File: config.mk
export PLATFORM = sky130hd
export DESIGN_NAME = argmax_seq_flat
export DESIGN_NICKNAME = d
export VERILOG_FILES = /design/src/rtl/argmax_seq_if.sv /design/src/rtl/argmax_seq.sv /design/src/flat_wrapper.sv
export SDC_FILE = /design/constraint.sdc
export NUM_CORES = 1
export LEC_CHECK = 0
export ABC_CLOCK_PERIOD_IN_PS = 5300
export CORE_ASPECT_RATIO = 0.7
export CORE_UTILIZATION = 46
export CTS_CLUSTER_SIZE = 16
export DETAILED_ROUTE_END_ITERATION = 10
export PLACE_DENSITY_LB_ADDON = 0.15
export SLEW_MARGIN = 20
export SYNTH_ARGS = -nofsm -noshare
export SYNTH_HDL_FRONTEND = slang
export SYNTH_SLANG_ARGS = --single-unit
File: constraint.sdc
create_clock -name clk -period 5.3 [get_ports clk]
set_input_delay 0.795 -clock clk [delete_from_list [all_inputs] [get_ports clk]]
set_output_delay 0.795 -clock clk [all_outputs]
set_load 0.005 [all_outputs]
File: src/rtl/argmax_seq_if.sv
// Handshake and data bundle for the sequential argmax controller.
// The master drives start/inx; the slave (argmax_seq) returns status and result.
interface argmax_seq_if #(
    parameter int N = 8,
    parameter int K = 4,
    parameter int I = 4
);
    logic           start;
    logic [N*K-1:0] inx;
    logic           busy;
    logic           done;
    logic [I-1:0]   outimax;
    logic [K-1:0]   outmax;

    modport master (output start, output inx, input busy, input done, input outimax, input outmax);
    modport slave  (input start, input inx, output busy, output done, output outimax, output outmax);
endinterface

File: src/rtl/argmax_seq.sv
// Sequential argmax: scans N packed K-bit scores with one shared comparator.
// Define ARGMAX_SIGNED_EN to compare scores as two's complement instead of unsigned.
module argmax_seq #(
    parameter int N = 8,
    parameter int K = 4,
    parameter int I = 4
) (
    input  logic         clk,
    input  logic         rst,
    argmax_seq_if.slave  bus
);

    typedef enum logic [1:0] {
        IDLE = 2'd0,
        SCAN = 2'd1,
        DONE = 2'd2
    } state_t;

    localparam logic [I-1:0] LAST_IDX = I'(N - 1);
    // A single-score vector has nothing to scan, so acceptance goes straight to DONE.
    localparam state_t START_NEXT = (N == 1) ? DONE : SCAN;

    function automatic logic score_gt(input logic [K-1:0] a, input logic [K-1:0] b);
`ifdef ARGMAX_SIGNED_EN
        return $signed(a) > $signed(b);
`else
        return a > b;
`endif
    endfunction

    state_t         state_r;
    state_t         state_s;
    logic [N*K-1:0] buf_r;
    logic [K-1:0]   max_r;
    logic [I-1:0]   idx_r;
    logic [I-1:0]   cnt_r;
    logic [I-1:0]   outimax_r;
    logic [K-1:0]   outmax_r;
    logic           accept_s;
    logic           last_s;
    logic           gt_s;
    logic [K-1:0]   cur_s;
    logic [K-1:0]   cand_max_s;
    logic [I-1:0]   cand_idx_s;
    logic           busy_s;
    logic           done_s;

    // Current score selection and strict-greater compare (ties keep the lower index).
    always_comb begin
        accept_s   = bus.start && ((state_r == IDLE) || (state_r == DONE));
        last_s     = (cnt_r == LAST_IDX);
        cur_s      = buf_r[int'(cnt_r) * K +: K];
        gt_s       = score_gt(cur_s, max_r);
        cand_max_s = gt_s ? cur_s : max_r;
        cand_idx_s = gt_s ? cnt_r : idx_r;
    end

    // State register.
    always_ff @(posedge clk) begin
        if (rst) begin
            state_r <= IDLE;
        end else begin
            state_r <= state_s;
        end
    end

    // Next-state logic; start is ignored while scanning.
    always_comb begin
        state_s = state_r;
        case (state_r)
            IDLE: begin
                if (bus.start) begin
                    state_s = START_NEXT;
                end else begin
                    state_s = IDLE;
                end
            end
            SCAN: begin
                if (last_s) begin
                    state_s = DONE;
                end else begin
                    state_s = SCAN;
                end
            end
            DONE: begin
                if (bus.start) begin
                    state_s = START_NEXT;
                end else begin
                    state_s = IDLE;
                end
            end
            default: state_s = IDLE;
        endcase
    end

    // Status outputs decoded from the registered state.
    always_comb begin
        busy_s = 1'b0;
        done_s = 1'b0;
        case (state_r)
            SCAN:    busy_s = 1'b1;
            DONE:    done_s = 1'b1;
            default: begin
                busy_s = 1'b0;
                done_s = 1'b0;
            end
        endcase
    end

    // Datapath: buffer capture, running max/index, and result registers.
    always_ff @(posedge clk) begin
        if (rst) begin
            buf_r     <= {(N*K){1'b0}};
            max_r     <= {K{1'b0}};
            idx_r     <= {I{1'b0}};
            cnt_r     <= {I{1'b0}};
            outimax_r <= {I{1'b0}};
            outmax_r  <= {K{1'b0}};
        end else if (accept_s) begin
            buf_r <= bus.inx;
            max_r <= bus.inx[K-1:0];
            idx_r <= {I{1'b0}};
            cnt_r <= I'(1);
            if (N == 1) begin
                outmax_r  <= bus.inx[K-1:0];
                outimax_r <= {I{1'b0}};
            end else begin
                outmax_r  <= outmax_r;
                outimax_r <= outimax_r;
            end
        end else if (state_r == SCAN) begin
            max_r <= cand_max_s;
            idx_r <= cand_idx_s;
            if (last_s) begin
                outmax_r  <= cand_max_s;
                outimax_r <= cand_idx_s;
            end else begin
                cnt_r <= cnt_r + I'(1);
            end
        end else begin
            max_r <= max_r;
        end
    end

    assign bus.busy    = busy_s;
    assign bus.done    = done_s;
    assign bus.outimax = outimax_r;
    assign bus.outmax  = outmax_r;

endmodule
File: src/flat_wrapper.sv
// flat-port wrapper written by rule: the top's interface ports become plain ports
module argmax_seq_flat 
#(
    parameter int N = 8,
    parameter int K = 4,
    parameter int I = 4
)
  (clk, rst, bus_start, bus_inx, bus_busy, bus_done, bus_outimax, bus_outmax);
  argmax_seq_if #(.N(N), .K(K), .I(I)) bus_i ();
  input  logic clk;
  input  logic rst;
  input wire logic [$bits(bus_i.start)-1:0] bus_start;
  input wire logic [$bits(bus_i.inx)-1:0] bus_inx;
  output wire logic [$bits(bus_i.busy)-1:0] bus_busy;
  output wire logic [$bits(bus_i.done)-1:0] bus_done;
  output wire logic [$bits(bus_i.outimax)-1:0] bus_outimax;
  output wire logic [$bits(bus_i.outmax)-1:0] bus_outmax;
  assign bus_i.start = bus_start;
  assign bus_i.inx = bus_inx;
  assign bus_busy = bus_i.busy;
  assign bus_done = bus_i.done;
  assign bus_outimax = bus_i.outimax;
  assign bus_outmax = bus_i.outmax;
  argmax_seq #(.N(N), .K(K), .I(I)) u_core (.clk(clk), .rst(rst), .bus(bus_i));
endmodule
==> flow_summary.ini <==
[power]
peakVddDrop_uv = 128
p_seq_share_pct = 53.1
p_clk_share_pct = 27.0
leakage_nw = 1.06
switching_power_mw = 0.238
power_density_nw_per_um2 = 283
p_comb_share_pct = 19.9
swShare_pct = 28.4
p_int_mw = 0.599
total_power_mw = 0.836

[worst_setup_path]
critPathMaxFanout = 19
arrival_ns = 3.53
end_kind = register
worstSetupPathType = register to register
cp.required_ns = 5.52
cp-start-kind = register

[drt]
wl_met3_um = 333
vias_per_cell = 5.25
top_layer_used = met4
num_vias = 2020
drt_iter0_drc = 90
route.met2.wl_mm = 2.22
wl_met1_mm = 2.66
drt.antenna.violating_nets = 0
wl_mm = 5.29
routedWlPerCell_um = 13.7
dr.pass1.iters = 4
drc = 0

[outcome]
status = finished clean

[synthesis]
syn-cell-area_um2 = 2420
syn_nets = 322
synth_top_area_cell = dfxtp_1
synthArstFlopShare_pct = 0
synth_top_cell_area_share_pct = 44.6
synthDistinctLibCells = 37
synth_area_leaders = dfxtp_1 45%, nand2_1 12%, a21oi_1 7.8%, mux2i_1 5.8%, mux4_1 3.3%
yosysWarnings = 0
ys.flop_type = dfxtp_1
synth_edf_count = 0
seq_area_frac_synth_pct = 44.6
ys_ff_latch = 54
synth.avg_cell_area_um2 = 8.59
synthCells = 282

[timing]
drv_slew = 0
min_period_ns = 3.31
tightest_slew_ns = 0.848
hold-worst-slack_ns = 0.456
setup_slack_ns = 1.99
fin_skew_ns = 0.00483
timing.fmax_mhz = 302
fin_tns_setup_ns = 0
slew_headroom_pct = 43.4
finalCritPeriodShare_pct = 62.5
rsz0062_at_grt = false
finalHoldViolCount = 0
report.final.setup_viol = 0

[placement]
port_buffers = 44
gp_congestion = 0.753
dp_slack_ns = 2.01
post-dp-hpwl_mm = 3.77
place_area_um2 = 2870

[clock_network]
numCtsBuffers = 5
cts_tree = done
cts_setup_buffers = 0
clock_sinks = 54
htreeDepth = 2
hold_buffers = 0
cts.repair.resized = 0
clk_pin_slew_ns = 0.09
clock-root-buffer = clkbuf_8
cts_buffer_depth = 2
clock_latency_ns = 0.31

[job]
max_cap_violations = 0

[grt]
antenna_found_initial = 0
grt_pass1_vias = 1772
grt_pass1_wl_mm = 8.60
grt_max_degree = 38
grt_overflow_total = 0
grt_usage_pct = 20.5

[final_layout]
insertedDiodeCount = 0
drive_above_1_share_pct = 6.33
n_fill_cell = 469
final_area_um2 = 2950
areaGrowthSynthToFinish_pct = 21.8
fin_nets = 355

[floorplan]
fp.dieArea_um2 = 5570
chipHeight_um = 62.7
core_um2 = 4910
die_x_um = 88.8
start_util_pct = 49.3
io_pins = 45
num_rows = 21

[hold_path]
hold_path.class = register to register
-- synth_stat cells (2+ instances only) --
library cell / n
nand2b_1: 3
and4_1: 3
clkbuf_1: 11
inv_1: 7
a211oi_2: 2
nand3_1: 3
buf_1: 3
a211oi_1: 8
nand2_1: 77
dfxtp_1: 54
ha_1: 5
nor2_1: 15
mux4_1: 3
buf_2: 4
mux2i_1: 14
a21oi_1: 38
o21a_2: 2
nor2b_1: 6
nor3_1: 2
a221oi_1: 2
a31oi_1: 4
-- critical path, cell delays in order, from the launching register on --
cell,delay (ns)
dfxtp_1,0.89
mux4_2,0.59
o22ai_1,0.21
nor3_2,0.08
ha_1,0.30
nor2b_1,0.13
o211ai_1,0.37
a211o_1,0.36
nor2_1,0.08
a311oi_1,0.23
-- state kept, by name, summed over array words and instances, names as in the netlist --
| signal | count |
|---|---|
| u_core.buf_r | 32 |
| u_core.bus.outimax | 4 |
| u_core.bus.outmax | 4 |
| u_core.cnt_r | 4 |
| u_core.idx_r | 4 |
| u_core.max_r | 4 |
| u_core.state_r | 2 |
-- power by group through the flow --
stage,Clock [mW],Sequential (mW),Combinational [mW]
finish,0.226,0.444,0.167
floorplan,0,0.443,0.127
CTS,0.230,0.444,0.168
detailed placement,0,0.453,0.167
global route,0.251,0.447,0.185
global placement,0,0.453,0.163
-- per-stage QoR --
step,instances,utilization (%)
6_report,385,60.1
5_1_grt,385,60.1
4_1_cts,385,60.1
3_5_place_dp,377,58.3
3_3_place_gp,377,58.3
2_1_floorplan,282,-
-- cells in the final DEF, fill, tap and decap left out, types with 3 or more instances in the layout --
master / synthesis / layout
a31oi_1: 4 / 4
nand3_1: 3 / 3
mux4_1: 3 / 3
dfxtp_1: 54 / 54
inv_1: 7 / 7
and4_1: 3 / 3
nor2_1: 15 / 15
ha_1: 5 / 5
nand2b_1: 3 / 3
buf_4: 0 / 3
nand2_1: 77 / 77
clkbuf_8: 0 / 5
a21oi_1: 38 / 38
a211oi_1: 8 / 8
mux2i_1: 14 / 14
clkdlybuf4s50_1: 0 / 44
nor2b_1: 6 / 5
-- final cells by class --
type | instances | area [um^2] | area share, %
flip-flops and latches | 54 | 1080 | 36.6
inverters | 7 | 26.3 | 0.890
clock inverters | 2 | 13.8 | 0.466
well taps | 69 | 86.3 | 2.92
clock buffers | 6 | 72.6 | 2.46
multi-input cells | 200 | 1210 | 41.0
repair buffers | 47 | 463 | 15.7
-- cell families (layout without fill, tap and decap cells) --
kind of cell | count (synthesis) | in the layout | synth area share [%]
xor gates and xnor gates | 1 | 1 | 0.361
and+or+nand+nor | 111 | 111 | 19.4
AOI/OAI and AO/OA | 64 | 64 | 17.1
adders and majority gates | 5 | 5 | 2.58
DFF | 54 | 54 | 44.6
muxes | 19 | 19 | 10.4
buffers and inverters | 28 | 62 | 5.58
-- layer usage --
layer / GRT usage (%) / vias up
li1: - / 1032
met1: 31.4 / 931
met2: 27.4 / 50
met3: 4.76 / 7
met4: 7.86 / 0
met5: 0 / -
-- worst paths after layout --
path	start	end	slack (ns)	cells after the start
worst min-delay path	u_core.buf_r[11]$_SDFFE_PP0P_	u_core.buf_r[11]$_SDFFE_PP0P_	0.46	2
worst max register to register	u_core.cnt_r[0]$_SDFFE_PP0P_	u_core.max_r[3]$_SDFFE_PP0P_	1.99	9
worst min register to register	u_core.buf_r[11]$_SDFFE_PP0P_	u_core.buf_r[11]$_SDFFE_PP0P_	0.46	2
worst max-delay path	u_core.cnt_r[0]$_SDFFE_PP0P_	u_core.max_r[3]$_SDFFE_PP0P_	1.99	9
Power figures use the tool's default switching activity.
